File: config.mk
export PLATFORM = sky130hd
export DESIGN_NAME = pid_seq_flat
export DESIGN_NICKNAME = d
export VERILOG_FILES = /design/src/rtl/pid_seq_if.sv /design/src/rtl/pid_seq.sv /design/src/flat_wrapper.sv
export SDC_FILE = /design/constraint.sdc
export NUM_CORES = 1
export LEC_CHECK = 0
export BUFFER_PORTS_ARGS = -buffer_cell sky130_fd_sc_hd__clkbuf_2
export CORE_MARGIN = 10
export CORE_UTILIZATION = 55
export CTS_BUF_LIST = sky130_fd_sc_hd__clkbuf_8 sky130_fd_sc_hd__clkbuf_16
export DETAILED_ROUTE_END_ITERATION = 7
export GPL_TIMING_DRIVEN = 0
export PLACE_DENSITY_LB_ADDON = 0.12
export SLEW_MARGIN = 20
export SYNTH_ARGS = -nofsm -noshare
export SYNTH_HDL_FRONTEND = slang
export SYNTH_SLANG_ARGS = --single-unit
File: constraint.sdc
create_clock -name clk -period 11.6 [get_ports clk]
set_input_delay 2.32 -clock clk [delete_from_list [all_inputs] [get_ports clk]]
set_output_delay 2.32 -clock clk [all_outputs]
set_load 0.02 [all_outputs]
File: src/rtl/pid_seq_if.sv
// Bundle of sample, control and result signals between the inertial front end,
// the PID_Math datapath and the pid_seq sequencer.
interface pid_seq_if;
    logic        vld;
    logic [15:0] ptch;
    logic [15:0] ptch_rt;
    logic        pwr_up;
    logic        rider_off;
    logic [11:0] PID_cntrl_in;
    logic [15:0] ptch_q;
    logic [15:0] ptch_rt_q;
    logic [17:0] integrator;
    logic [11:0] PID_out;
    logic        cntrl_vld;
    logic        busy;
    logic        smpl_drop;

    // Surrounding logic: drives samples and the PID_Math result, observes results.
    modport master (
        output vld, ptch, ptch_rt, pwr_up, rider_off, PID_cntrl_in,
        input  ptch_q, ptch_rt_q, integrator, PID_out, cntrl_vld, busy, smpl_drop
    );

    // Sequencer side.
    modport slave (
        input  vld, ptch, ptch_rt, pwr_up, rider_off, PID_cntrl_in,
        output ptch_q, ptch_rt_q, integrator, PID_out, cntrl_vld, busy, smpl_drop
    );
endinterface

File: src/rtl/pid_seq.sv
// pid_seq: sequencer around the combinational PID_Math datapath. Latches a
// pitch sample, waits one settle cycle, then captures the clamped PID result,
// updates the decimated integrator and pulses cntrl_vld. Soft-start timer
// limits the output magnitude after power-up.
module pid_seq #(
    parameter int unsigned SS_W    = 19,
    parameter int unsigned INT_DEC = 2
) (
    input logic     clk,
    input logic     rst_n,
    pid_seq_if.slave bus
);

    typedef enum logic [1:0] {
        IDLE   = 2'd0,
        MATH   = 2'd1,
        UPDATE = 2'd2
    } state_t;

    localparam logic [3:0] DEC_LAST = 4'(INT_DEC - 1);

    state_t            r_state;
    state_t            w_state_nxt;
    logic              w_accept;
    logic              w_update;

    logic [15:0]       r_ptch_q;
    logic [15:0]       r_ptch_rt_q;
    logic [17:0]       r_integrator;
    logic [3:0]        r_dec_cnt;
    logic [11:0]       r_pid_out;
    logic [SS_W-1:0]   r_ss_tmr;

    logic [17:0]       w_ptch_ext;
    logic [17:0]       w_sum;
    logic              w_ovf;

    logic [10:0]       w_lim;
    logic [12:0]       w_pid_ext;
    logic [12:0]       w_lim_pos;
    logic [12:0]       w_lim_neg;
    logic [12:0]       w_clamped_ext;
    logic [11:0]       w_clamped;

    // State register.
    always_ff @(posedge clk) begin
        if (!rst_n) begin
            r_state <= IDLE;
        end else begin
            r_state <= w_state_nxt;
        end
    end

    // Next-state and strobe decode; pwr_up low forces a return to IDLE from anywhere.
    always_comb begin
        w_state_nxt = r_state;
        w_accept    = 1'b0;
        w_update    = 1'b0;
        case (r_state)
            IDLE: begin
                if (bus.vld && bus.pwr_up) begin
                    w_accept    = 1'b1;
                    w_state_nxt = MATH;
                end
            end
            MATH: begin
                w_state_nxt = UPDATE;
            end
            UPDATE: begin
                w_update    = bus.pwr_up;
                w_state_nxt = IDLE;
            end
            default: begin
                w_state_nxt = IDLE;
            end
        endcase
        if (!bus.pwr_up) begin
            w_state_nxt = IDLE;
        end
    end

    // Sample registers feeding PID_Math; they hold across a power-down abort.
    always_ff @(posedge clk) begin
        if (!rst_n) begin
            r_ptch_q    <= '0;
            r_ptch_rt_q <= '0;
        end else if (w_accept) begin
            r_ptch_q    <= bus.ptch;
            r_ptch_rt_q <= bus.ptch_rt;
        end
    end

    // Integrator step with signed-overflow detection.
    always_comb begin
        w_ptch_ext = {{2{r_ptch_q[15]}}, r_ptch_q};
        w_sum      = r_integrator + w_ptch_ext;
        w_ovf      = (r_integrator[17] == w_ptch_ext[17]) && (w_sum[17] != r_integrator[17]);
    end

    // Decimated integrator; rider_off clears it and restarts decimation.
    always_ff @(posedge clk) begin
        if (!rst_n || !bus.pwr_up) begin
            r_integrator <= '0;
            r_dec_cnt    <= '0;
        end else if (w_update) begin
            if (bus.rider_off) begin
                r_integrator <= '0;
                r_dec_cnt    <= '0;
            end else if (r_dec_cnt == DEC_LAST) begin
                r_dec_cnt <= '0;
                if (!w_ovf) begin
                    r_integrator <= w_sum;
                end
            end else begin
                r_dec_cnt <= r_dec_cnt + 4'd1;
            end
        end
    end

    // Soft-start timer: counts while powered, saturates at all-ones.
    always_ff @(posedge clk) begin
        if (!rst_n || !bus.pwr_up) begin
            r_ss_tmr <= '0;
        end else if (r_ss_tmr != '1) begin
            r_ss_tmr <= r_ss_tmr + 1'b1;
        end
    end

    // Symmetric magnitude clamp in 13-bit signed so -lim never wraps.
    always_comb begin
        w_lim     = r_ss_tmr[SS_W-1 -: 11];
        w_pid_ext = {bus.PID_cntrl_in[11], bus.PID_cntrl_in};
        w_lim_pos = {2'b00, w_lim};
        w_lim_neg = 13'd0 - w_lim_pos;
        if ($signed(w_pid_ext) > $signed(w_lim_pos)) begin
            w_clamped_ext = w_lim_pos;
        end else if ($signed(w_pid_ext) < $signed(w_lim_neg)) begin
            w_clamped_ext = w_lim_neg;
        end else begin
            w_clamped_ext = w_pid_ext;
        end
        w_clamped = w_clamped_ext[11:0];
    end

    // Output control word, captured in UPDATE.
    always_ff @(posedge clk) begin
        if (!rst_n || !bus.pwr_up) begin
            r_pid_out <= '0;
        end else if (w_update) begin
            r_pid_out <= w_clamped;
        end
    end

    assign bus.ptch_q     = r_ptch_q;
    assign bus.ptch_rt_q  = r_ptch_rt_q;
    assign bus.integrator = r_integrator;
    assign bus.PID_out    = r_pid_out;
    assign bus.cntrl_vld  = w_update;
    assign bus.busy       = (r_state != IDLE);
    assign bus.smpl_drop  = bus.vld && (r_state != IDLE);

endmodule

File: src/flat_wrapper.sv
// flat-port wrapper written by rule: the top's interface ports become plain ports
module pid_seq_flat 
#(
    parameter int unsigned SS_W    = 19,
    parameter int unsigned INT_DEC = 2
)
  (clk, rst_n, bus_vld, bus_ptch, bus_ptch_rt, bus_pwr_up, bus_rider_off, bus_PID_cntrl_in, bus_ptch_q, bus_ptch_rt_q, bus_integrator, bus_PID_out, bus_cntrl_vld, bus_busy, bus_smpl_drop);
  pid_seq_if bus_i ();
  input logic clk;
  input logic rst_n;
  input wire logic [$bits(bus_i.vld)-1:0] bus_vld;
  input wire logic [$bits(bus_i.ptch)-1:0] bus_ptch;
  input wire logic [$bits(bus_i.ptch_rt)-1:0] bus_ptch_rt;
  input wire logic [$bits(bus_i.pwr_up)-1:0] bus_pwr_up;
  input wire logic [$bits(bus_i.rider_off)-1:0] bus_rider_off;
  input wire logic [$bits(bus_i.PID_cntrl_in)-1:0] bus_PID_cntrl_in;
  output wire logic [$bits(bus_i.ptch_q)-1:0] bus_ptch_q;
  output wire logic [$bits(bus_i.ptch_rt_q)-1:0] bus_ptch_rt_q;
  output wire logic [$bits(bus_i.integrator)-1:0] bus_integrator;
  output wire logic [$bits(bus_i.PID_out)-1:0] bus_PID_out;
  output wire logic [$bits(bus_i.cntrl_vld)-1:0] bus_cntrl_vld;
  output wire logic [$bits(bus_i.busy)-1:0] bus_busy;
  output wire logic [$bits(bus_i.smpl_drop)-1:0] bus_smpl_drop;
  assign bus_i.vld = bus_vld;
  assign bus_i.ptch = bus_ptch;
  assign bus_i.ptch_rt = bus_ptch_rt;
  assign bus_i.pwr_up = bus_pwr_up;
  assign bus_i.rider_off = bus_rider_off;
  assign bus_i.PID_cntrl_in = bus_PID_cntrl_in;
  assign bus_ptch_q = bus_i.ptch_q;
  assign bus_ptch_rt_q = bus_i.ptch_rt_q;
  assign bus_integrator = bus_i.integrator;
  assign bus_PID_out = bus_i.PID_out;
  assign bus_cntrl_vld = bus_i.cntrl_vld;
  assign bus_busy = bus_i.busy;
  assign bus_smpl_drop = bus_i.smpl_drop;
  pid_seq #(.SS_W(SS_W), .INT_DEC(INT_DEC)) u_core (.clk(clk), .rst_n(rst_n), .bus(bus_i));
endmodule
Word-level counts from Yosys, hierarchy flattened

Cells that the tools add are included.

Input bits: 49
Register bits: 87
Output and inout bits: 65
Word-level logic and storage cells: 44

Equal/unequal tests: 8
Muxes and demuxes: 12
$lt $le $gt $ge: 2
Reduce and logical (&&, ||, !) cells: 11
Add/sub/neg operators: 4

Operators by type and width:

| cell                                               | count |
|---|---|
| 2-to-1 mux 18 bit                                  | 3 |
| 2-to-1 mux 12 bit                                  | 2 |
| adder 19 x 1 -> 19 bit (second input constant)     | 1 |
| != test 19 bit (second input constant)             | 1 |
| adder 18 bit                                       | 1 |
| greater-than comparator 12 bit                     | 1 |
| < comparator 12 bit                                | 1 |
| subtractor 1 x 11 -> 12 bit (first input constant) | 1 |
| 2-to-1 mux 4 bit                                   | 2 |
| adder 4 x 1 -> 4 bit (second input constant)       | 1 |
| == test 4 x 1 -> 1 bit (second input constant)     | 1 |
| case mux 2 bit (2 select lines)                    | 1 |
| nonzero test 2 bit                                 | 2 |
| logical AND 1 bit                                  | 3 |
| 2-to-1 mux 1 bit                                   | 3 |
| AND reduction 3 bit                                | 1 |
| == test 2 x 1 -> 1 bit (second input constant)     | 1 |
| == test 2 bit (second input constant)              | 1 |
| logical NOT 1 bit                                  | 2 |
| logical NOT 2 bit                                  | 1 |
| 2-to-1 mux 2 bit                                   | 1 |
| != test 2 x 1 -> 1 bit (second input constant)     | 1 |
| != test 2 bit (second input constant)              | 1 |
| AND reduction 2 bit                                | 1 |
| other kinds (3)                                    | 3 |

Logic depth before layout (Yosys ltp)

Gate-level depths: netlist of run 1.

Word-level depth: 6
Mapped depth: 18
Mapped depth without buffers: 15

Least setup slack after synthesis of run 1

Ideal clock, no wire load.

Path kind: input port to output port
Start: in bus_pwr_up
End: out bus_cntrl_vld
Path buffers: 1
Arrival time: 2.944 ns
Cell stages on the path: 3
Path slack: 6.336 ns
Data required time: 9.280 ns
Cells stage by stage: nand2_1 -> inv_1 -> clkbuf_1

Longest elaborated chain between the ends: 1

RTL lines:

| item               | line               | RTL |
|---|---|---|
| start: declaration | flat_wrapper.sv:14 | `input wire logic [$bits(bus_i.pwr_up)-1:0] bus_pwr_up;` |
| 2-to-1 mux 1 bit   | pid_seq.sv:59      | `case (r_state)` |
| end: declaration   | flat_wrapper.sv:21 | `output wire logic [$bits(bus_i.cntrl_vld)-1:0] bus_cntrl_vld;` |

Every way passes these cells.

Worst setup path after layout of run 1

Ends and elaborated chain as after synthesis.

==> results of run 1 <==
## cell usage in the layout, fill, tap and decap left out, types with 21 or more instances in the layout
| cell type | netlist | final |
|---|---|---|
| o21ai_0 | 21 | 21 |
| ha_1 | 44 | 44 |
| xnor2_1 | 25 | 25 |
| nor2_1 | 67 | 67 |
| clkbuf_1 | 32 | 32 |
| clkbuf_2 | 0 | 112 |
| a21oi_1 | 33 | 33 |
| inv_1 | 25 | 26 |
| nand2_1 | 102 | 102 |
| dfxtp_1 | 87 | 87 |
| a21boi_0 | 34 | 34 |
## layer usage
metal / share of wire, % / vias up
met3: 7.8 / 19
met2: 45 / 165
li1: - / 2599
met1: 46 / 2335
met5: 0 / -
met4: 1.5 / 0
## worst max-delay path by stage
stage | start | end
floorplan | bus_pwr_up | bus_cntrl_vld
global placement | bus_pwr_up | bus_cntrl_vld
detailed placement | bus_pwr_up | bus_cntrl_vld
CTS | bus_pwr_up | bus_cntrl_vld
global route | bus_pwr_up | bus_cntrl_vld
finish | bus_pwr_up | bus_cntrl_vld
## cells by family (layout without fill, tap and decap cells)
family	after synthesis	after routing
adders and majority gates	45	45
DFF	87	87
and+or+nand+nor	272	272
AOI/OAI and AO/OA	147	147
buffers and inverters	63	191
xor gates and xnor gates	38	38
muxes	18	18
## sequential cells by signal, indices dropped and copies added, names as in the netlist
| signal | count |
|---|---|
| u_core.bus.PID_out | 12 |
| u_core.bus.integrator | 18 |
| u_core.bus.ptch_q | 16 |
| u_core.bus.ptch_rt_q | 16 |
| u_core.r_dec_cnt | 4 |
| u_core.r_ss_tmr | 19 |
| u_core.r_state | 2 |
## synthesized netlist by cell type, types with 2 or more instances
library cell / n
a31oi_1: 5
nor3_1: 16
ha_1: 44
nor2_1: 67
and3_1: 9
o22ai_1: 6
and2_1: 5
o41ai_1: 2
mux2i_1: 12
o21a_1: 3
o2111ai_1: 2
mux2_2: 5
a21o_1: 4
buf_2: 3
o211ai_1: 2
a211oi_1: 8
a41oi_1: 2
xnor2_1: 25
nor4_1: 7
nand4b_1: 2
xor2_1: 13
nand4_1: 11
nand2_1: 102
nand2b_1: 11
inv_1: 25
nand3_1: 19
a211o_1: 2
o211a_1: 3
or3_4: 3
nand3b_1: 2
nor2b_1: 8
o2bb2ai_1: 5
o21ai_0: 21
a2111o_1: 2
clkbuf_1: 32
a21boi_0: 34
a2111oi_0: 3
nor3b_1: 2
o221ai_1: 3
and4_1: 3
or3_1: 3
a21oi_1: 33
dfxtp_1: 87
## critical path: stages
cell and delay (ps):
clkbuf_2 130, nand2_1 150, inv_1 180, clkbuf_1 400
clkbuf_2 260
## area by class of cell
class	count	area (um2)
Tap cell	133	166
Multi-Input combinational cell	520	3380
Timing Repair Buffer	112	561
Fill cell	863	3330
Buffer	38	158
Clock inverter	4	43.8
Sequential cell	87	1740
Inverter	25	93.8
Clock buffer	12	165
## metrics by stage
step / hold slack (ps) / setup slack (ps) / area (um2) / util [%]
final: 450 / 5840 / 6300 / 65.4
after global routing: 476 / 5700 / 6300 / 65.4
after CTS: 447 / 5840 / 6300 / 65.4
after detailed placement: 432 / 5840 / 6100 / 63.2
after global placement: 422 / 5890 / 6100 / 63.2
after floorplan: 414 / 6340 / 5370 / -
## power by group through the flow
stage	combinational, mW	sequential, mW	clock, mW
floorplan	0.0438	0.322	0
global placement	0.0764	0.316	0
detailed placement	0.0787	0.316	0
CTS	0.0790	0.309	0.230
global route	0.0885	0.310	0.241
finish	0.0788	0.309	0.226
==> flow_summary.yaml, run 1 <==
logic_synthesis:
  synth_edf_count: 0
  synthFlopType: "dfxtp_1"
  muxShareOfSynthArea_pct: 3.50
  synth_top_area_cell: "dfxtp_1"
  async_flop_share_pct: 0
  syn_area_um2: 5370
  synth_xor_area_share_pct: 6.20
  synth_seq_cells: 87
  synth-simple-area-share_pct: 23.9
  synthAdderAreaFrac_pct: 10.6
  synth-compound-area-share_pct: 18.6
  synth_cells: 670
  yosys.cell_types.count: 57
  seq_area_frac_synth_pct: 32.4
  netlist.area_leader.share_pct: 32.4
  yosysWarnings: 0
  synth_top_family_by_area: "simple AND/OR/NAND/NOR gates"
  avgSynthCellArea_um2: 8.01
  synthTopCellsByArea: "dfxtp_1 (32%), ha_1 (10%), nand2_1 (7.1%)"
  syn_nets: 764
critical_path:
  r2r-end: "u_core.bus.PID_out[9]$_SDFFE_PN0P_"
  rr_startpoint: "u_core.r_ss_tmr[8]$_SDFFE_PN0P_"
  end_kind: "primary output"
  critPathRequiredTime_ps: 9280
  r2r_slack_ps: 7160
  reg2regPathDepth: 15
  cp_max_fo: 10
  worst-setup-path-type: "input port to primary output"
  arrival_ps: 3440
  worst_setup_path_start_kind: "input port"
floorplanning:
  die_w_um: 119
  initial_core_util_pct: 55.7
  row_count: 36
  ios: 114
  core_area_um2: 9640
  dieArea_um2: 14100
  die-height_um: 119
grt:
  grt_pass1_wl_um: 24300
  grt.met1_usage_pct: 26.0
  top_usage_layer: "met2"
  grt_overflow: 0
  grt_usage_pct: 20.3
  use_met2_pct: 32.1
  antenna_found_initial: 0
  grt_pass1_vias: 5059
  grtUsageMet3_pct: 5.85
  grt_max_degree: 14
run:
  max-cap-violations: 0
timing:
  fin_crit_ps: 5760
  slew_headroom_pct: 55.1
  rsz0062_at_grt: "no"
  skew_ps: 6.38
  fin_crit_sh_pct: 49.6
  finalSetupViolations: 0
  hold_violations: 0
  tns_ps: 0
  final_max_slew_viol_count: 0
  max_slew.worst_pin.slew_ps: 657
  max_freq_mhz: 174
clock_tree:
  cts-resized-gates: 0
  clk-insertion-delay-late_ps: 370
  max-clock-path-buffers: 2
  numClockSinks: 87
  holdBufCountCts: 0
  cts_root_buffer: "clkbuf_8"
  cts_made_buffers: 9
  cts_tree: "done"
  cts.reportedPaths.clkPinSlew_ps: 90
  postCtsSetupBuffers: 0
  htreeDepth: 3
placed_design:
  place_congestion: 0.881
  place.port_buffers: 112
  place.detailed.hpwl_um: 11500
  post-place-cells: 915
min_path:
  worstHoldPathCells: 1
  hold_start: "u_core.r_state[1]$_SDFFE_PN0P_"
  whs_endpoint: "u_core.r_state[1]$_SDFFE_PN0P_"
  min_path_type: "flip-flop to flip-flop"
power_and_ir_drop:
  ir_drop_mv: 0.0630
  seqPwrFrac_pct: 50.3
  total_power_uw: 614
  internal_power_uw: 451
  combPwrFrac_pct: 12.8
  clkPwrFrac_pct: 36.8
  power.density_nw_per_um2: 97.4
  p_leak_nw: 2.67
  switching_power_uw: 163
  sw_frac_of_total_pct: 26.5
status:
  status: "complete, no violations"
detailed_routing:
  num_vias: 5118
  drc: 0
  routed_wirelength_um: 14500
  vias_per_cell: 5.50
  first_iter_violations: 286
  ant_nets: 0
  avgRoutedWirePerCell_um: 15.6
  firstDrtPassIters: 5
final_layout:
  final_nets: 887
  layout-drive-gt1-share_pct: 17.8
  fin_cells: 931
  synthToLayoutAreaGrowth_pct: 17.4
  insertedDiodeCount: 0
(Power assumes the default switching activity.)
==> run 2, diff against run 1 <==
--- a/config.mk
+++ b/config.mk
@@ -7,7 +7,7 @@
 export LEC_CHECK = 0
 export BUFFER_PORTS_ARGS = -buffer_cell sky130_fd_sc_hd__clkbuf_2
 export CORE_MARGIN = 10
-export CORE_UTILIZATION = 55
+export CORE_UTILIZATION = 50
 export CTS_BUF_LIST = sky130_fd_sc_hd__clkbuf_8 sky130_fd_sc_hd__clkbuf_16
 export DETAILED_ROUTE_END_ITERATION = 7
 export GPL_TIMING_DRIVEN = 0
==> constraint.sdc (replaced) <==
create_clock -name clk -period 4.83 [get_ports clk]
set_input_delay 0.966 -clock clk [delete_from_list [all_inputs] [get_ports clk]]
set_output_delay 0.966 -clock clk [all_outputs]
set_load 0.02 [all_outputs]
==> run 2 against run 1 <==
  * Flip-flop and latch count stayed put
  * Total power is 150% higher
  * Final cell count is 0.32% higher
  * Wire length is 3.8% higher
  * Critical path depth is 12 higher
  * Die area is 8.3% higher
  * Clock-buffer cell count is 1 lower
  * Sequential power is 140% higher
  * Register-to-register slack worse by 6800 ps
  * Sequential share of layout area is 0.11 points lower
  * Cell area is 0.42% higher
  * Clock skew is 10 ps higher
==> flow_summary.yaml, run 2 (same netlist as run 1, synthesis figures left out) <==
status:
  status: "complete, no violations"
final_layout:
  nFillCells: 998
  layout-drive-gt1-share_pct: 17.8
  layout_common_cells: "clkbuf_2 (112), nand2_1 (102), dfxtp_1 (87)"
  largest_reg_flops: 19
  final_nets: 887
  synthToLayoutAreaGrowth_pct: 17.9
  insertedDiodeCount: 0
  final_common_cell: "clkbuf_2"
  largest-register: "u_core.r_ss_tmr"
clock_tree:
  cts-resized-gates: 0
  htreeDepth: 3
  cts.reportedPaths.clkPinSlew_ps: 90
  cts_tree: "done"
  cts_root_buffer: "clkbuf_8"
  holdBufCountCts: 0
  cts_made_buffers: 9
  numClockSinks: 87
  clk-insertion-delay-late_ps: 380
  postCtsSetupBuffers: 0
  max-clock-path-buffers: 2
critical_path:
  critPathTopFamily: "simple AND/OR/NAND/NOR gates"
  cpPeakStageDelay_ps: 400
  cp_common_cell: "or3_4"
  critPathRequiredTime_ps: 5090
  arrival_ps: 4760
  crit_chain: "buf_6, or3_4, or3_4, or3_1, buf_2, or3_4, xnor2_1, ha_1, a21o_1, a21oi_1, nor2b_1, nor2_1, o21a_1, clkbuf_1, mux2_1, o22ai_1, a21oi_1"
  r2r_slack_ps: 330
  reg2regPathDepth: 17
  crit_slowest_cell: "or3_4"
  worst_setup_path_start_kind: "flip-flop"
  cp_max_fo: 10
  r2r-end: "u_core.bus.PID_out[9]$_SDFFE_PN0P_"
  critPathBufInv: 3
  end_kind: "flip-flop"
  rr_startpoint: "u_core.r_ss_tmr[8]$_SDFFE_PN0P_"
  worst-setup-path-type: "flip-flop to flip-flop"
timing:
  slew_headroom_pct: 51.0
  finalSetupViolations: 0
  max_slew.worst_pin.slew_ps: 728
  fin_crit_ps: 4500
  skew_ps: 16.5
  final_max_slew_viol_count: 0
  hold_violations: 0
  rsz0062_at_grt: "no"
  fin_crit_sh_pct: 93.1
  tns_ps: 0
  max_freq_mhz: 222
floorplanning:
  dieArea_um2: 15300
  initial_core_util_pct: 51.5
  die_w_um: 124
  row_count: 37
  core_area_um2: 10400
  ios: 114
  die-height_um: 124
placed_design:
  place.port_buffers: 112
  place.detailed.hpwl_um: 12000
  place_congestion: 0.922
detailed_routing:
  num_vias: 5135
  vias_per_cell: 5.50
  firstDrtPassIters: 7
  routed_wirelength_um: 15100
  drc: 0
  first_iter_violations: 270
  ant_nets: 0
  avgRoutedWirePerCell_um: 16.1
power_and_ir_drop:
  total_power_mw: 1.52
  ir_drop_mv: 0.275
  p_leak_nw: 2.68
  power.density_nw_per_um2: 240
grt:
  grt_pass1_wl_um: 24300
  grt_usage_pct: 19.7
  grt_pass1_vias: 4954
  grt_max_degree: 15
  antenna_found_initial: 0
  grt_overflow: 0
min_path:
  whs_endpoint: "u_core.r_state[1]$_SDFFE_PN0P_"
  worstHoldPathCells: 1
  hold_start: "u_core.r_state[1]$_SDFFE_PN0P_"
  min_path_type: "flip-flop to flip-flop"
run:
  max-cap-violations: 0
[run 2: cell count changes in the layout (fill, tap and decap cells not counted), sizes merged]
cell | previous run | this run
clkinv | 2 | 0
bufinv | 1 | 2
clkbuf | 156 | 155
clkinvlp | 0 | 1
inv | 26 | 27
[run 2: final cells by class]
type	count	area (um2)	area share (%)
buffer	38	158	2.49
timing repair buffer	112	561	8.85
tap	136	170	2.69
multi-input combinational	520	3380	53.3
clock buffer	11	151	2.39
inverter	25	93.8	1.48
sequential	87	1740	27.5
clock inverter	5	80.1	1.26
[run 2: metal layers]
layer	GRT usage, %	share of wire (%)	up-vias
met2	30.2	45	130
met4	6.99	1.3	0
li1	-	-	2606
met5	0	0	-
met1	25.5	46	2384
met3	6.11	7.5	15
[run 2: per-stage QoR]
stage	util, %	hold WS, ps	setup WS (ps)	std cells	cell area (um2)
global placement	58.6	423	368	918	6100
CTS	60.8	455	351	934	6330
finish	60.8	453	334	934	6330
global route	60.8	484	73.3	934	6330
floorplan	-	414	829	670	5370
detailed placement	58.6	440	381	918	6100
[run 2: worst max path at each step]
stage / startpoint / to / slack [ps] / depth (start not counted)
detailed placement: u_core.r_ss_tmr[8]$_SDFFE_PN0P_ / u_core.bus.PID_out[6]$_SDFFE_PN0P_ / 380 / 15
global placement: u_core.r_ss_tmr[8]$_SDFFE_PN0P_ / u_core.bus.PID_out[6]$_SDFFE_PN0P_ / 370 / 17
floorplan: u_core.r_ss_tmr[8]$_SDFFE_PN0P_ / u_core.bus.PID_out[6]$_SDFFE_PN0P_ / 830 / 17
global route: u_core.r_ss_tmr[8]$_SDFFE_PN0P_ / u_core.bus.PID_out[10]$_SDFFE_PN0P_ / 70 / 17
CTS: u_core.r_ss_tmr[8]$_SDFFE_PN0P_ / u_core.bus.PID_out[6]$_SDFFE_PN0P_ / 350 / 15
finish: u_core.r_ss_tmr[8]$_SDFFE_PN0P_ / u_core.bus.PID_out[9]$_SDFFE_PN0P_ / 330 / 17
[run 2: power by group]
group          total (mW)  internal, mW  switching (mW)
combinational       0.191        0.0743           0.116
sequential          0.742         0.731          0.0111
clock               0.585         0.320           0.265
total                1.52          1.12           0.393
